<file path="src/rtl/golden_bist_ctrl_if.sv">
// -----------------------------------------------------------------------------
// golden_bist_ctrl_if
// Bundles the control/status and datapath-facing signals of the golden BIST
// controller so the controller and its environment connect through one port.
//
// Signals
//   start            1  one-cycle run launch pulse            (env -> ctrl)
//   abort            1  level, terminates a run in progress   (env -> ctrl)
//   dut_data_out     5  result returned by datapath under test (env -> ctrl)
//   dut_data_in      5  pattern driven into the datapath       (ctrl -> env)
//   dut_reset        1  active-high sync clear for datapath    (ctrl -> env)
//   busy             1  high in every state except IDLE        (ctrl -> env)
//   done             1  one-cycle completion pulse             (ctrl -> env)
//   pass             1  run verdict, valid with done           (ctrl -> env)
//   fail_count       6  mismatches in current/last run         (ctrl -> env)
//   first_fail_pat   5  pattern of first mismatch              (ctrl -> env)
//   first_fail_valid 1  a mismatch has been recorded           (ctrl -> env)
//
// Modports
//   master : the BIST controller
//   slave  : the surrounding test environment / datapath wrapper
// -----------------------------------------------------------------------------
interface golden_bist_ctrl_if;
   logic       start;
   logic       abort;
   logic [4:0] dut_data_out;
   logic [4:0] dut_data_in;
   logic       dut_reset;
   logic       busy;
   logic       done;
   logic       pass;
   logic [5:0] fail_count;
   logic [4:0] first_fail_pat;
   logic       first_fail_valid;

   modport master (
      input  start,
      input  abort,
      input  dut_data_out,
      output dut_data_in,
      output dut_reset,
      output busy,
      output done,
      output pass,
      output fail_count,
      output first_fail_pat,
      output first_fail_valid
   );

   modport slave (
      output start,
      output abort,
      output dut_data_out,
      input  dut_data_in,
      input  dut_reset,
      input  busy,
      input  done,
      input  pass,
      input  fail_count,
      input  first_fail_pat,
      input  first_fail_valid
   );
endinterface

</file>
<file path="src/rtl/golden_bist_ctrl.sv">
// -----------------------------------------------------------------------------
// golden_bist_ctrl
// Built-in self test controller for a 5-bit encode / priority-index datapath.
// A run flushes the datapath, sweeps patterns 0..LAST_PAT one per cycle, and
// compares each returned result against a golden model once the datapath
// latency has elapsed. Mismatches are counted and the first failing pattern
// is recorded.
//
// Parameters
//   LATENCY   clock edges from dut_data_in change to valid dut_data_out
//   LAST_PAT  final pattern applied (0..31)
//
// Ports
//   clk    single clock for the controller (and the datapath in test mode)
//   reset  asynchronous active-low reset
//   bus    golden_bist_ctrl_if.master: start/abort in, datapath result in,
//          pattern / datapath clear / status and result registers out
// -----------------------------------------------------------------------------
module golden_bist_ctrl #(
   parameter int LATENCY  = 2,
   parameter int LAST_PAT = 31
) (
   input logic                clk,
   input logic                reset,
   golden_bist_ctrl_if.master bus
);

   localparam int                CNT_W      = $clog2(LATENCY + 2);
   localparam logic [CNT_W-1:0]  FLUSH_END  = CNT_W'(LATENCY);
   localparam logic [CNT_W-1:0]  DRAIN_END  = CNT_W'(LATENCY - 1);
   localparam logic [4:0]        LAST_PAT_V = 5'(LAST_PAT);

   typedef enum logic [2:0] {
      IDLE,
      FLUSH,
      DRIVE,
      DRAIN,
      DONE
   } state_t;

   // Golden encoder: identity up to 18, a fixed code for 19, zero above.
   function automatic logic [4:0] enc(input logic [4:0] v);
      if (v <= 5'd18) begin
         enc = v;
      end else if (v == 5'd19) begin
         enc = 5'b10111;
      end else begin
         enc = 5'd0;
      end
   endfunction

   // Index of the highest set bit; both 0 and 1 map to index 0.
   function automatic logic [2:0] msb_idx(input logic [4:0] e);
      msb_idx = 3'd0;
      for (int b = 1; b < 5; b++) begin
         if (e[b]) begin
            msb_idx = 3'(b);
         end
      end
   endfunction

   // Mismatch counter saturates at 32 (the largest possible sweep).
   function automatic logic [5:0] sat_inc(input logic [5:0] c);
      sat_inc = (c >= 6'd32) ? c : c + 6'd1;
   endfunction

   state_t             r_state;
   logic [CNT_W-1:0]   r_cnt;
   logic [4:0]         r_dut_data_in;
   logic               r_dut_reset;
   logic               r_busy;
   logic               r_done;
   logic               r_pass;
   logic [5:0]         r_fail_count;
   logic [4:0]         r_first_fail_pat;
   logic               r_first_fail_valid;

   // Tag pipeline: one entry per applied pattern, aligned with the datapath.
   logic [LATENCY-1:0] r_tag_vld_p;
   logic [4:0]         r_tag_pat_p [LATENCY];
   logic [2:0]         r_tag_exp_p [LATENCY];

   logic               w_cmp_state;
   logic               w_mis;
   logic               w_abort;
   logic [5:0]         w_fc_next;

   assign w_cmp_state = (r_state == DRIVE) || (r_state == DRAIN);
   assign w_abort     = bus.abort && (r_state != IDLE);
   assign w_mis       = w_cmp_state && r_tag_vld_p[LATENCY-1] &&
                        (bus.dut_data_out != {2'b00, r_tag_exp_p[LATENCY-1]});
   assign w_fc_next   = w_mis ? sat_inc(r_fail_count) : r_fail_count;

   // ---- tag stage boundary: valid bits (control, reset) ----
   // A tag is launched for each cycle a pattern is on dut_data_in during
   // DRIVE, so the exiting tag lines up with that pattern's result.
   always_ff @(posedge clk or negedge reset) begin
      if (!reset) begin
         r_tag_vld_p <= '0;
      end else if (w_abort) begin
         r_tag_vld_p <= '0;
      end else begin
         r_tag_vld_p[0] <= (r_state == DRIVE);
         for (int i = 1; i < LATENCY; i++) begin
            r_tag_vld_p[i] <= r_tag_vld_p[i-1];
         end
      end
   end

   // ---- tag stage boundary: pattern and expected value (data, no reset) ----
   always_ff @(posedge clk) begin
      r_tag_pat_p[0] <= r_dut_data_in;
      r_tag_exp_p[0] <= msb_idx(enc(r_dut_data_in));
      for (int i = 1; i < LATENCY; i++) begin
         r_tag_pat_p[i] <= r_tag_pat_p[i-1];
         r_tag_exp_p[i] <= r_tag_exp_p[i-1];
      end
   end

   // ---- controller FSM with registered outputs ----
   always_ff @(posedge clk or negedge reset) begin
      if (!reset) begin
         r_state            <= IDLE;
         r_cnt              <= '0;
         r_dut_data_in      <= 5'd0;
         r_dut_reset        <= 1'b1;
         r_busy             <= 1'b0;
         r_done             <= 1'b0;
         r_pass             <= 1'b0;
         r_fail_count       <= 6'd0;
         r_first_fail_pat   <= 5'd0;
         r_first_fail_valid <= 1'b0;
      end else begin
         r_done <= 1'b0;

         // Result capture; an aborting edge discards the in-flight compare.
         if (w_mis && !bus.abort) begin
            r_fail_count <= w_fc_next;
            if (!r_first_fail_valid) begin
               r_first_fail_valid <= 1'b1;
               r_first_fail_pat   <= r_tag_pat_p[LATENCY-1];
            end
         end

         if (w_abort) begin
            r_state       <= IDLE;
            r_busy        <= 1'b0;
            r_dut_reset   <= 1'b1;
            r_dut_data_in <= 5'd0;
            r_cnt         <= '0;
         end else begin
            case (r_state)
               IDLE: begin
                  if (bus.start) begin
                     r_state            <= FLUSH;
                     r_busy             <= 1'b1;
                     r_dut_reset        <= 1'b1;
                     r_dut_data_in      <= 5'd0;
                     r_cnt              <= '0;
                     r_pass             <= 1'b0;
                     r_fail_count       <= 6'd0;
                     r_first_fail_pat   <= 5'd0;
                     r_first_fail_valid <= 1'b0;
                  end
               end

               // Hold the datapath in clear for LATENCY+1 cycles so every
               // stage is known-zero before the first pattern.
               FLUSH: begin
                  if (r_cnt == FLUSH_END) begin
                     r_state       <= DRIVE;
                     r_dut_reset   <= 1'b0;
                     r_dut_data_in <= 5'd0;
                     r_cnt         <= '0;
                  end else begin
                     r_cnt <= r_cnt + 1'b1;
                  end
               end

               // dut_data_in doubles as the pattern counter.
               DRIVE: begin
                  if (r_dut_data_in == LAST_PAT_V) begin
                     r_state       <= DRAIN;
                     r_dut_data_in <= 5'd0;
                     r_cnt         <= '0;
                  end else begin
                     r_dut_data_in <= r_dut_data_in + 5'd1;
                  end
               end

               // LATENCY cycles lets the last tag reach the compare point.
               // pass uses w_fc_next so the final compare is included.
               DRAIN: begin
                  if (r_cnt == DRAIN_END) begin
                     r_state     <= DONE;
                     r_dut_reset <= 1'b1;
                     r_done      <= 1'b1;
                     r_pass      <= (w_fc_next == 6'd0);
                     r_cnt       <= '0;
                  end else begin
                     r_cnt <= r_cnt + 1'b1;
                  end
               end

               DONE: begin
                  r_state <= IDLE;
                  r_busy  <= 1'b0;
               end

               default: begin
                  r_state     <= IDLE;
                  r_busy      <= 1'b0;
                  r_dut_reset <= 1'b1;
               end
            endcase
         end
      end
   end

   assign bus.dut_data_in      = r_dut_data_in;
   assign bus.dut_reset        = r_dut_reset;
   assign bus.busy             = r_busy;
   assign bus.done             = r_done;
   assign bus.pass             = r_pass;
   assign bus.fail_count       = r_fail_count;
   assign bus.first_fail_pat   = r_first_fail_pat;
   assign bus.first_fail_valid = r_first_fail_valid;

endmodule
</file>
<file path="src/flat_wrapper.sv">
// flat-port wrapper written by rule: the top's interface ports become plain ports
module golden_bist_ctrl_flat 
#(
   parameter int LATENCY  = 2,
   parameter int LAST_PAT = 31
)
  (clk, reset, bus_start, bus_abort, bus_dut_data_out, bus_dut_data_in, bus_dut_reset, bus_busy, bus_done, bus_pass, bus_fail_count, bus_first_fail_pat, bus_first_fail_valid);
  golden_bist_ctrl_if bus_i ();
  input logic clk;
  input logic reset;
  input wire logic [$bits(bus_i.start)-1:0] bus_start;
  input wire logic [$bits(bus_i.abort)-1:0] bus_abort;
  input wire logic [$bits(bus_i.dut_data_out)-1:0] bus_dut_data_out;
  output wire logic [$bits(bus_i.dut_data_in)-1:0] bus_dut_data_in;
  output wire logic [$bits(bus_i.dut_reset)-1:0] bus_dut_reset;
  output wire logic [$bits(bus_i.busy)-1:0] bus_busy;
  output wire logic [$bits(bus_i.done)-1:0] bus_done;
  output wire logic [$bits(bus_i.pass)-1:0] bus_pass;
  output wire logic [$bits(bus_i.fail_count)-1:0] bus_fail_count;
  output wire logic [$bits(bus_i.first_fail_pat)-1:0] bus_first_fail_pat;
  output wire logic [$bits(bus_i.first_fail_valid)-1:0] bus_first_fail_valid;
  assign bus_i.start = bus_start;
  assign bus_i.abort = bus_abort;
  assign bus_i.dut_data_out = bus_dut_data_out;
  assign bus_dut_data_in = bus_i.dut_data_in;
  assign bus_dut_reset = bus_i.dut_reset;
  assign bus_busy = bus_i.busy;
  assign bus_done = bus_i.done;
  assign bus_pass = bus_i.pass;
  assign bus_fail_count = bus_i.fail_count;
  assign bus_first_fail_pat = bus_i.first_fail_pat;
  assign bus_first_fail_valid = bus_i.first_fail_valid;
  golden_bist_ctrl #(.LATENCY(LATENCY), .LAST_PAT(LAST_PAT)) u_core (.clk(clk), .reset(reset), .bus(bus_i));
endmodule
</file>
<file path="config.mk">
export PLATFORM = sky130hd
export DESIGN_NAME = golden_bist_ctrl_flat
export DESIGN_NICKNAME = d
export VERILOG_FILES = /design/src/rtl/golden_bist_ctrl_if.sv /design/src/rtl/golden_bist_ctrl.sv /design/src/flat_wrapper.sv
export SDC_FILE = /design/constraint.sdc
export NUM_CORES = 1
export LEC_CHECK = 0
export BUFFER_PORTS_ARGS = -buffer_cell sky130_fd_sc_hd__buf_4
export CORE_MARGIN = 4
export CORE_UTILIZATION = 55
export CTS_CLUSTER_DIAMETER = 30
export DETAILED_ROUTE_END_ITERATION = 12
export GPL_ROUTABILITY_DRIVEN = 1
export PLACE_DENSITY = 0.78
export REMOVE_ABC_BUFFERS = 1
export SLEW_MARGIN = 20
export SYNTH_ARGS = -nofsm -noshare
export SYNTH_HDL_FRONTEND = slang
export SYNTH_SLANG_ARGS = --single-unit
</file>
<file path="constraint.sdc">
create_clock -name clk -period 2.5 [get_ports clk]
set_input_delay 0.375 -clock clk [delete_from_list [all_inputs] [get_ports clk]]
set_output_delay 0.375 -clock clk [all_outputs]
set_load 0.01 [all_outputs]
</file>
Word-level counts from Yosys, hierarchy flattened
Memory sizes are Yosys's and may differ from the RTL's.
Cells that the tools add are included.
{"block": "word_totals", "register_bits": 28, "mem_bits_rw": 16, "elab_cells": 108, "mem_count": 2}
{"block": "op_classes", "addsub": 3, "order_cmp": 2, "eq_ne": 17, "muxes": 52, "bitwise": 1, "n_reduce_logical": 20}
{"memory": "u_core.r_tag_pat_p", "words": 2, "width": 5, "rd": 2, "rd_clocked_by_memory_dff": 0, "wr": 2, "line": "golden_bist_ctrl.sv:80", "rtl": "logic [4:0] r_tag_pat_p [LATENCY];"}
{"memory": "u_core.r_tag_exp_p", "words": 2, "width": 3, "rd": 2, "rd_clocked_by_memory_dff": 0, "wr": 2, "line": "golden_bist_ctrl.sv:81", "rtl": "logic [2:0] r_tag_exp_p [LATENCY];"}
{"cell": "two-way mux 5 bit", "n": 11}
{"cell": "two-way mux 6 bit", "n": 6}
{"cell": "two-way mux 3 bit", "n": 6}
{"cell": "two-way mux 2 bit", "n": 8}
{"cell": "two-way mux 1 bit", "n": 15}
{"cell": "case mux 5 bit (3 select lines)", "n": 1}
{"cell": "case mux 3 bit (4 select lines)", "n": 1}
{"cell": "AND reduction 4 bit", "n": 3}
{"cell": "== test 5 bit, second input constant", "n": 2}
{"cell": "!= test 3 x 2 -> 1 bit, second input constant", "n": 3}
{"cell": "case mux 2 bit (4 select lines)", "n": 1}
{"cell": "adder 6 x 1 -> 6 bit, second input constant", "n": 1}
{"cell": "== test 3 x 2 -> 1 bit, second input constant", "n": 2}
{"cell": ">= comparator 6 bit, second input constant", "n": 1}
{"cell": "zero test 6 bit", "n": 1}
{"cell": "AND reduction 3 bit", "n": 2}
{"cell": "adder 5 x 1 -> 5 bit, second input constant", "n": 1}
{"cell": "<= comparator 5 bit, second input constant", "n": 1}
{"cell": "!= test 5 x 3 -> 1 bit", "n": 1}
{"cell": "nonzero test 5 bit", "n": 1}
{"cell": "logical AND 1 bit", "n": 4}
{"cell": "!= test 2 x 1 -> 1 bit, second input constant", "n": 2}
{"cell": "!= test 2 bit, second input constant", "n": 2}
{"cell": "case mux 1 bit (2 select lines)", "n": 2}
{"cell": "other kinds (17)", "n": 17}

Logic depth before layout (Yosys ltp)
Gate-level depths: netlist of the first run.
{"block": "depth", "word_depth": 9, "mapped_depth": 8}

Least setup slack after synthesis of the first run
OpenSTA, ideal clock, no wires.
{"block": "synth_path", "path_kind": "register to register", "startpoint": "register u_core.r_dut_data_in[1] (netlist: u_core.bus.dut_data_in[1])", "endpoint": "register u_core.r_state[0]", "setup_time_ps": 120, "arrival_time_ps": 1674, "setup_slack_ps": 706, "stages_incl_launch_ff": 6, "n_path_buf": 0, "period_less_slack_ps": 1794, "cell_sequence": "dfrtp_1 -> ha_1 -> and3_1 -> ha_1 -> mux4_2 -> and3_1"}
{"block": "synth_between", "elab_chain_len": 3}
{"item": "start: declaration", "line": "golden_bist_ctrl.sv:69", "rtl": "logic [4:0] r_dut_data_in;"}
{"item": "start signal: assignment", "line": "golden_bist_ctrl.sv:187", "rtl": "r_dut_data_in <= r_dut_data_in + 5'd1;"}
{"item": "== test 5 bit", "line": "golden_bist_ctrl.sv:182", "rtl": "if (r_dut_data_in == LAST_PAT_V) begin"}
{"item": "!= test 3 x 2 -> 1 bit (no source line)"}
{"item": "AND reduction 4 bit (no source line)"}
{"item": "end signal: assignment", "line": "golden_bist_ctrl.sv:183", "rtl": "r_state <= DRAIN;"}
{"item": "end signal: assignment", "line": "golden_bist_ctrl.sv:195", "rtl": "r_state <= DONE;"}
{"item": "end signal: assignment", "line": "golden_bist_ctrl.sv:206", "rtl": "r_state <= IDLE;"}
{"item": "end: declaration", "line": "golden_bist_ctrl.sv:67", "rtl": "state_t r_state;"}
No other way between the ends.
A chain may end at the register's enable or synchronous reset.

Worst setup path in the final report of the first run
{"block": "layout_path", "startpoint": "register u_core.r_state[1]", "endpoint": "register u_core.r_first_fail_pat[1] (netlist: u_core.bus.first_fail_pat[1])"}
{"block": "layout_between", "elab_chain_len": 9, "elab_cells_between_ends": 13}
{"item": "start signal: assignment", "line": "golden_bist_ctrl.sv:123", "rtl": "r_state <= IDLE;"}
{"item": "start signal: assignment", "line": "golden_bist_ctrl.sv:146", "rtl": "r_state <= IDLE;"}
{"item": "start signal: assignment", "line": "golden_bist_ctrl.sv:155", "rtl": "r_state <= FLUSH;"}
{"item": "== test 3 x 2 -> 1 bit", "line": "golden_bist_ctrl.sv:88", "rtl": "assign w_cmp_state = (r_state == DRIVE) || (r_state == DRAIN);"}
{"item": "logical OR 1 bit", "line": "golden_bist_ctrl.sv:88"}
{"item": "logical AND 1 bit (2 in series)", "line": "golden_bist_ctrl.sv:90", "rtl": "assign w_mis = w_cmp_state && r_tag_vld_p[LATENCY-1] &&"}
{"item": "logical AND 1 bit", "line": "golden_bist_ctrl.sv:137", "rtl": "if (w_mis && !bus.abort) begin"}
{"item": "two-way mux 5 bit", "line": "golden_bist_ctrl.sv:137"}
{"item": "two-way mux 5 bit", "line": "golden_bist_ctrl.sv:154", "rtl": "if (bus.start) begin"}
{"item": "two-way mux 5 bit", "line": "golden_bist_ctrl.sv:152", "rtl": "case (r_state)"}
{"item": "two-way mux 5 bit (*)", "line": "golden_bist_ctrl.sv:145", "rtl": "if (w_abort) begin"}
{"item": "end signal: assignment", "line": "golden_bist_ctrl.sv:141", "rtl": "r_first_fail_pat <= r_tag_pat_p[LATENCY-1];"}
{"item": "end: declaration", "line": "golden_bist_ctrl.sv:75", "rtl": "logic [4:0] r_first_fail_pat;"}
Mark *: on every way between the ends. The rest lies on a longest branch, timed or not.

==> results.md, run 1 <==
* I/O Buffers at 29
* Period utilization at 0.778
* Final hold violations at 0
* Initial antenna violation count at 0
* Yosys cell types at 45
* Mapped cell area at 1930 µm²
* Final Skew at 0.0163 ns
* R2R depth at 5
* Skew-Pair Late Insertion Delay at 0.35 ns
* Final-report setup violation count at 0
* Reg clk slew, reported paths at 0.13 ns
* Post-place setup slack at 0.559 ns
* Asr flop ratio synth at 0.636
* Crit-path max FO at 18
* Top Family by Delay on Critical Path: flip-flops
* Layout cell share with drive strength beyond 1 at 0.207
* Clk root buf: clkbuf_4
* IO Pins at 30
* Mapped Cells at 188
* Area leader, netlist: dfrtp_1
* Via density at 5.47
* Cells along the critical path: nand3b_1 > a41o_1 > nor3_4 > mux2i_1 > nor2_1
* Post-CTS Resized at 0
* CP Capture Type: flip-flop
* Required time worst endpoint at 2.74 ns
* CTS tree: built
* WHS at 0.334 ns
* Synth top area share at 0.350
* Final setup TNS at 0 ns
* Nets at 230
* DP HPWL at 2.60 mm
* Slowest CP cell: dfrtp_1
* Most frequent cells in the layout: nor2_1, buf_4, dfrtp_1
* Critical register-to-register path startpoint: u_core.r_state[1]
* Pwr dens at 664 nW/µm²
* Total CTS buffers at 5
* Clk buf depth at 2
* Sequential fraction of the synthesis area at 0.529
* RSZ-0062 raised after global routing: false
* Detail Route Antenna Nets at 0
* Critical Path AT at 2.18 ns
* Flop2flop setup slack at 0.55 ns
* Overall Power at 1.47 mW
* Antenna Cells at 0
* Total gr overflow at 0
* Leakage at 0.967 nW
* Crit Path Class: flip-flop to flip-flop
* Peak VDD IR at 0.483 mV
* Die Area at 4530 µm²
* Max Slew Vio Count at 0
* Max-cap viol count at 0
* Wirelength, routed at 3.68 mm
* Final WS setup at 0.554 ns
* Critical Path Start Type: flip-flop
* DRC at 0
* Placeable Area at 3360 µm²
* Yosys Warn Count at 0
* DRT Pass-1 Iters at 5
* Initial Utilization at 0.575
* CTS HTree Levels at 2
* GRT Util Overall at 0.184
* Initial DRC Count at 113
* Max_slew headroom at 0.649
* GP Congestion at 0.830
* Fin crit period at 1.95 ns
* Synth area leaders: dfrtp_1, dfxtp_1, nor2_1
* Worst min-delay path startpoint: u_core.r_tag_pat_p[0][3]
* Slowest stage delay, CP at 0.69 ns
* Synth Register Bits at 44
* Bufs and invs on worst path at 0
* Syn avg cell area at 10.3 µm²
* Hold Crit Depth at 0
* Worst-margin pin slew at 0.526 ns
* Die Wd at 67.3 µm
* Largest net degree at the start of global routing at 29
* Number of enable flip-flop cells after synthesis at 0
* Fmax achieved at 0.514 GHz
* Clock sinks at 44
* Global-route wire length before repair at 6.21 mm
* Row cnt at 21
* Hold Path Sink: u_core.r_tag_pat_p[0][8]
* WL/cell at 14.0 µm
* Via count at 1439
* Worst r2r dst: u_core.bus.first_fail_pat[1]
* Status: completed
* Die Height at 67.3 µm
* Area growth syn-to-layout at 15.0%
* Hold WC Path Type: flip-flop to flip-flop
* Vias in the first global route at 1362
* Top_reg_cell synth: dfrtp_1
[flip-flops by register name (all words and copies together) (netlist names)]
| register | cells |
|---|---|
| u_core.bus.done | 1 |
| u_core.r_state | 3 |
| u_core.r_tag_vld_p | 2 |
| u_core.bus.dut_data_in | 5 |
| u_core.r_tag_exp_p | 6 |
| u_core.bus.first_fail_valid | 1 |
| u_core.bus.first_fail_pat | 5 |
| u_core.r_cnt | 2 |
| u_core.bus.busy | 1 |
| u_core.bus.pass | 1 |
| u_core.r_tag_pat_p | 10 |
| u_core.bus.dut_reset | 1 |
| u_core.bus.fail_count | 6 |
[power breakdown]
group / switching (mW) / internal (mW)
registers: 0.0894 / 0.758
clock network: 0.221 / 0.110
logic: 0.157 / 0.139
total: 0.468 / 1.01
[final cells by class]
type | count | area (µm²)
fillers | 275 | 1140
flip-flops and latches | 44 | 1020
multi-input cells | 127 | 832
repair buffers | 30 | 228
well taps | 46 | 57.6
clock buffers | 6 | 41.3
inverters | 8 | 30.0
clock inverters | 2 | 11.3
[synthesized netlist by cell type (2+ instances only)]
cell / number
dfrtp_1: 27
mux2i_1: 6
a21oi_1: 9
inv_1: 7
nor2_1: 29
o31ai_1: 3
nand4b_1: 2
o21ai_0: 11
o22ai_1: 3
nand2_1: 9
a21boi_0: 2
xnor2_1: 9
ha_1: 5
nor2b_1: 2
and2_1: 2
nand3b_1: 2
a31oi_1: 2
nor4b_2: 2
clkbuf_1: 4
nand2b_1: 3
nor3_1: 7
dfxtp_1: 16
buf_2: 3
and3_1: 2
[cells by family (layout without fill, tap and decap cells)]
logic type,after synthesis,in the layout,synth area share
and+or+nand+nor,67,67,0.185
xor gates and xnor gates,10,10,0.0453
DFF,44,44,0.529
buffers and inverters,17,46,0.0408
AOI/OAI and AO/OA,37,37,0.119
muxes,8,8,0.0485
adders and majority gates,5,5,0.0324
[per-stage QoR]
stage | instance area, µm² | utilization | instances
floorplan | 1880 | - | 179
global route | 2220 | 0.661 | 263
detailed placement | 2160 | 0.642 | 254
CTS | 2220 | 0.661 | 263
finish | 2220 | 0.661 | 263
global placement | 2160 | 0.642 | 254
[worst max-delay path by stage]
| stage | start | endpoint | slack [ns] | depth (start not counted) |
|---|---|---|---|---|
| after floorplan | u_core.bus.dut_data_in[1] | u_core.r_state[0] | 0.71 | 5 |
| final | u_core.r_state[1] | u_core.bus.first_fail_pat[1] | 0.55 | 5 |
| after CTS | u_core.r_state[1] | u_core.bus.first_fail_pat[1] | 0.56 | 5 |
| after global placement | u_core.r_state[1] | u_core.bus.first_fail_pat[3] | 0.65 | 5 |
| after detailed placement | u_core.r_state[1] | u_core.bus.first_fail_pat[3] | 0.56 | 5 |
| after global routing | u_core.r_state[1] | u_core.bus.first_fail_pat[4] | 0.40 | 5 |
[layer usage]
metal / global-route usage / routed length (µm)
met1: 0.229 / 1640
met2: 0.299 / 1760
met3: 0.0483 / 217
met4: 0.0810 / 56
met5: 0 / 0
[what timing repair did]
action / CTS / global route
endpoints found under the hold margin: 27 / 0
endpoints found under the setup margin: 0 / 0
buffers inserted: 0 / 0
hold buffers: 1 / 0
Note: power is estimated with default switching activity, not from simulation.
==> run 2: changes to the inputs <==
- ABC_AREA: unset -> 1
- CORE_UTILIZATION: 55 -> 56
- clock period: 2.5 -> 1.9 ns (I/O delays scaled with it)
==> results.md, run 2 <==
* Sequential share of power at 0.412 (-0.163)
* Crit Path Class: flip-flop to flip-flop
* Critical Path AT at 1.86 ns (-0.32 ns)
* Vias in the first global route at 1644 (+21%)
* Slowest CP cell: dfrtp_1
* Required time worst endpoint at 2.08 ns (-0.66 ns)
* Worst-margin pin slew at 0.358 ns (-0.168 ns)
* Hold WC Path Type: input pin to flip-flop
* CTS tree: built
* CP Capture Type: flip-flop
* Final hold violations at 0 (unchanged)
* Fmax achieved at 0.595 GHz (+16%)
* IO Pins at 30 (unchanged)
* Most frequent CP cell: ha_1
* Global-route wire length before repair at 7.31 mm (+18%)
* DRT Pass-1 Iters at 5 (unchanged)
* Pint at 1.94 mW (+92%)
* Max-cap viol count at 0 (unchanged)
* Mapped cell area at 2060 µm² (+6.7%)
* Die Area at 4720 µm² (+4.3%)
* Asr flop ratio synth at 0.636 (unchanged)
* Synth Register Bits at 44 (unchanged)
* WHS at 0.236 ns (-0.0985 ns)
* WL/cell at 12.3 µm (-12%)
* Pwr dens at 1260 nW/µm² (+89%)
* RSZ-0062 raised after global routing: false
* Biggest register: u_core.r_tag_pat_p
* Final setup TNS at 0 ns (unchanged)
* Skew-Pair Late Insertion Delay at 0.30 ns (-0.05 ns)
* Net Sw Power at 1.17 mW (+150%)
* Logic gate share of total power at 0.352 (+0.151)
* Antenna Cells at 0 (unchanged)
* Area growth syn-to-layout at 19.7%
* Row cnt at 21 (unchanged)
* Total gr overflow at 0 (unchanged)
* Nets at 310 (+35%)
* Crit-path max FO at 7 (-11)
* Placeable Area at 3440 µm² (+2.3%)
* Wirelength, routed at 4.23 mm (+15%)
* Post-CTS Resized at 0 (unchanged)
* Final Skew at 0.00609 ns (-0.0102 ns)
* Synth area leaders: dfrtp_1, dfxtp_1, nand2_1
* Reg clk slew, reported paths at 0.08 ns (-0.05 ns)
* Yosys Warn Count at 0 (unchanged)
* Max_slew headroom at 0.761 (+0.112)
* Die Wd at 68.7 µm (+2.1%)
* Initial DRC Count at 181 (+60%)
* CTS HTree Levels at 2 (unchanged)
* Leakage at 1.28 nW (+32%)
* Number of enable flip-flop cells after synthesis at 0 (unchanged)
* Layout cell share with drive strength beyond 1 at 0.199 (-0.00872)
* Count of hold-fix buffers inserted at cts at 1 (unchanged)
* Total CTS buffers at 5 (unchanged)
* Clk root buf: clkbuf_8
* Yosys cell types at 31 (-31%)
* Commonest non-fill, non-tap cell in the layout: nand2_1
* Cells along the critical path: ha_1 > nand2_1 > nor2_1 > ha_1 > or2_4 > nand2_2 > a21oi_1 > o22ai_1
* Postcts setup bufs at 0 (unchanged)
* Most frequent cells in the layout: nand2_1, inv_1, nor2_1
* Area leader, netlist: dfrtp_1
* Die Height at 68.7 µm (+2.1%)
* Most instantiated library cell after synthesis: nand2_1
* Final-report setup violation count at 0 (unchanged)
* GRT Util Overall at 0.210 (+0.0267)
* Largest net degree at the start of global routing at 29 (unchanged)
* Syn avg cell area at 8.00 µm² (-22%)
* Mapped Cells at 258 (+37%)
* Detail Route Antenna Nets at 0 (unchanged)
* Initial Utilization at 0.599 (+0.0246)
* Via count at 1788 (+24%)
* Critical Path Start Type: flip-flop
* Switching Share at 0.376 (+0.0585)
* Placed Area at 2350 µm² (+8.6%)
* Fin crit period at 1.68 ns (-0.266 ns)
* Slowest stage delay, CP at 0.46 ns (-0.23 ns)
* DP HPWL at 3.07 mm (+18%)
* Initial antenna violation count at 0 (unchanged)
* Max Slew Vio Count at 0 (unchanged)
* Peak VDD IR at 0.884 mV (+83%)
* Post-synth top cells: nand2_1, inv_1, nor2_1
* Clk pwr share at 0.236 (+0.012)
* Post-Layout Inst Area at 2470 µm² (+11%)
* Status: completed
* Clk buf depth at 2 (unchanged)
* Synth top area share at 0.327 (-0.0220)
* GP Congestion at 0.853 (+2.9%)
* Sequential fraction of the synthesis area at 0.495 (-0.0334)
* Period utilization at 0.884 (+0.106)
* Via density at 5.21 (-4.7%)
* DRC at 0 (unchanged)
* Top_reg_cell synth: dfrtp_1
* I/O Buffers at 29 (unchanged)
* Clock sinks at 44 (unchanged)
* Max reg flops at 10 (unchanged)
[run 2: changes by cell type after synthesis, sizes merged, moves of 6 or more]
cell / change
xnor2: -7
mux2i: -6
inv: +34
nor2: +9
nor3: -8
nand3: +12
nand2: +68
[run 2: per-stage QoR]
stage	setup slack, ns	power, mW	instances	util
5_1_grt	0.0977	3.33	343	0.718
4_1_cts	0.241	3.12	343	0.718
3_3_place_gp	0.328	2.36	334	0.682
3_5_place_dp	0.251	2.39	334	0.682
2_1_floorplan	0.361	2.00	258	-
6_report	0.220	3.10	343	0.718
[run 2: area by class of cell]
cell class	count	area [µm²]
timing repair buffer	31	235
inverter	42	158
sequential	44	1020
tap	46	57.6
clock buffer	5	68.8
fill	287	972
multi-input combinational	172	883
clock inverter	3	45.0
[run 2: logic make-up after synthesis]
kind of cell,synth area share
flops,0.495
xor+xnor,0.0127
simple gates,0.300
fa+ha+maj,0.0303
compound gates,0.0855
buf+inv,0.0764
[run 2: path summary, 6_finish.rpt]
path                                           startpoint                   endpoint  slack, ns  cells past startpoint
worst min-delay path                            bus_abort      u_core.r_tag_vld_p[0]       0.24                      2
worst max-delay path            u_core.bus.dut_data_in[1]            u_core.r_cnt[1]       0.22                      8
worst min register to register   u_core.r_tag_exp_p[0][0]   u_core.r_tag_exp_p[0][3]       0.33                      0
min in group asynchronous                           reset  u_core.bus.dut_data_in[4]       0.43                      2
max in group asynchronous                           reset       u_core.bus.dut_reset       1.15                      2
worst max register to register  u_core.bus.dut_data_in[1]            u_core.r_cnt[1]       0.22                      8
[run 2: layer usage]
metal	share of wire	vias to the layer above	track usage	wire length [µm]
met4	0.014	0	0.0827	60
met2	0.49	53	0.358	2060
met5	0	-	0	0
met3	0.055	7	0.0502	231
li1	-	893	-	-
met1	0.44	835	0.256	1880
[run 2: power by group through the flow]
stage          logic, mW  registers, mW  clock network [mW]
2_1_floorplan      0.693           1.31                   0
5_1_grt             1.25           1.31               0.778
3_5_place_dp        1.09           1.30                   0
6_report            1.09           1.28               0.731
3_3_place_gp        1.07           1.29                   0
4_1_cts             1.10           1.28               0.741
[run 2: worst max-delay path: cells and delay by family (launching register included)]
family                     cells  cell delay, ns
and+or+nand+nor                4            0.38
DFF                            1            0.46
adders and majority gates      2            0.45
AOI/OAI and AO/OA              2            0.27
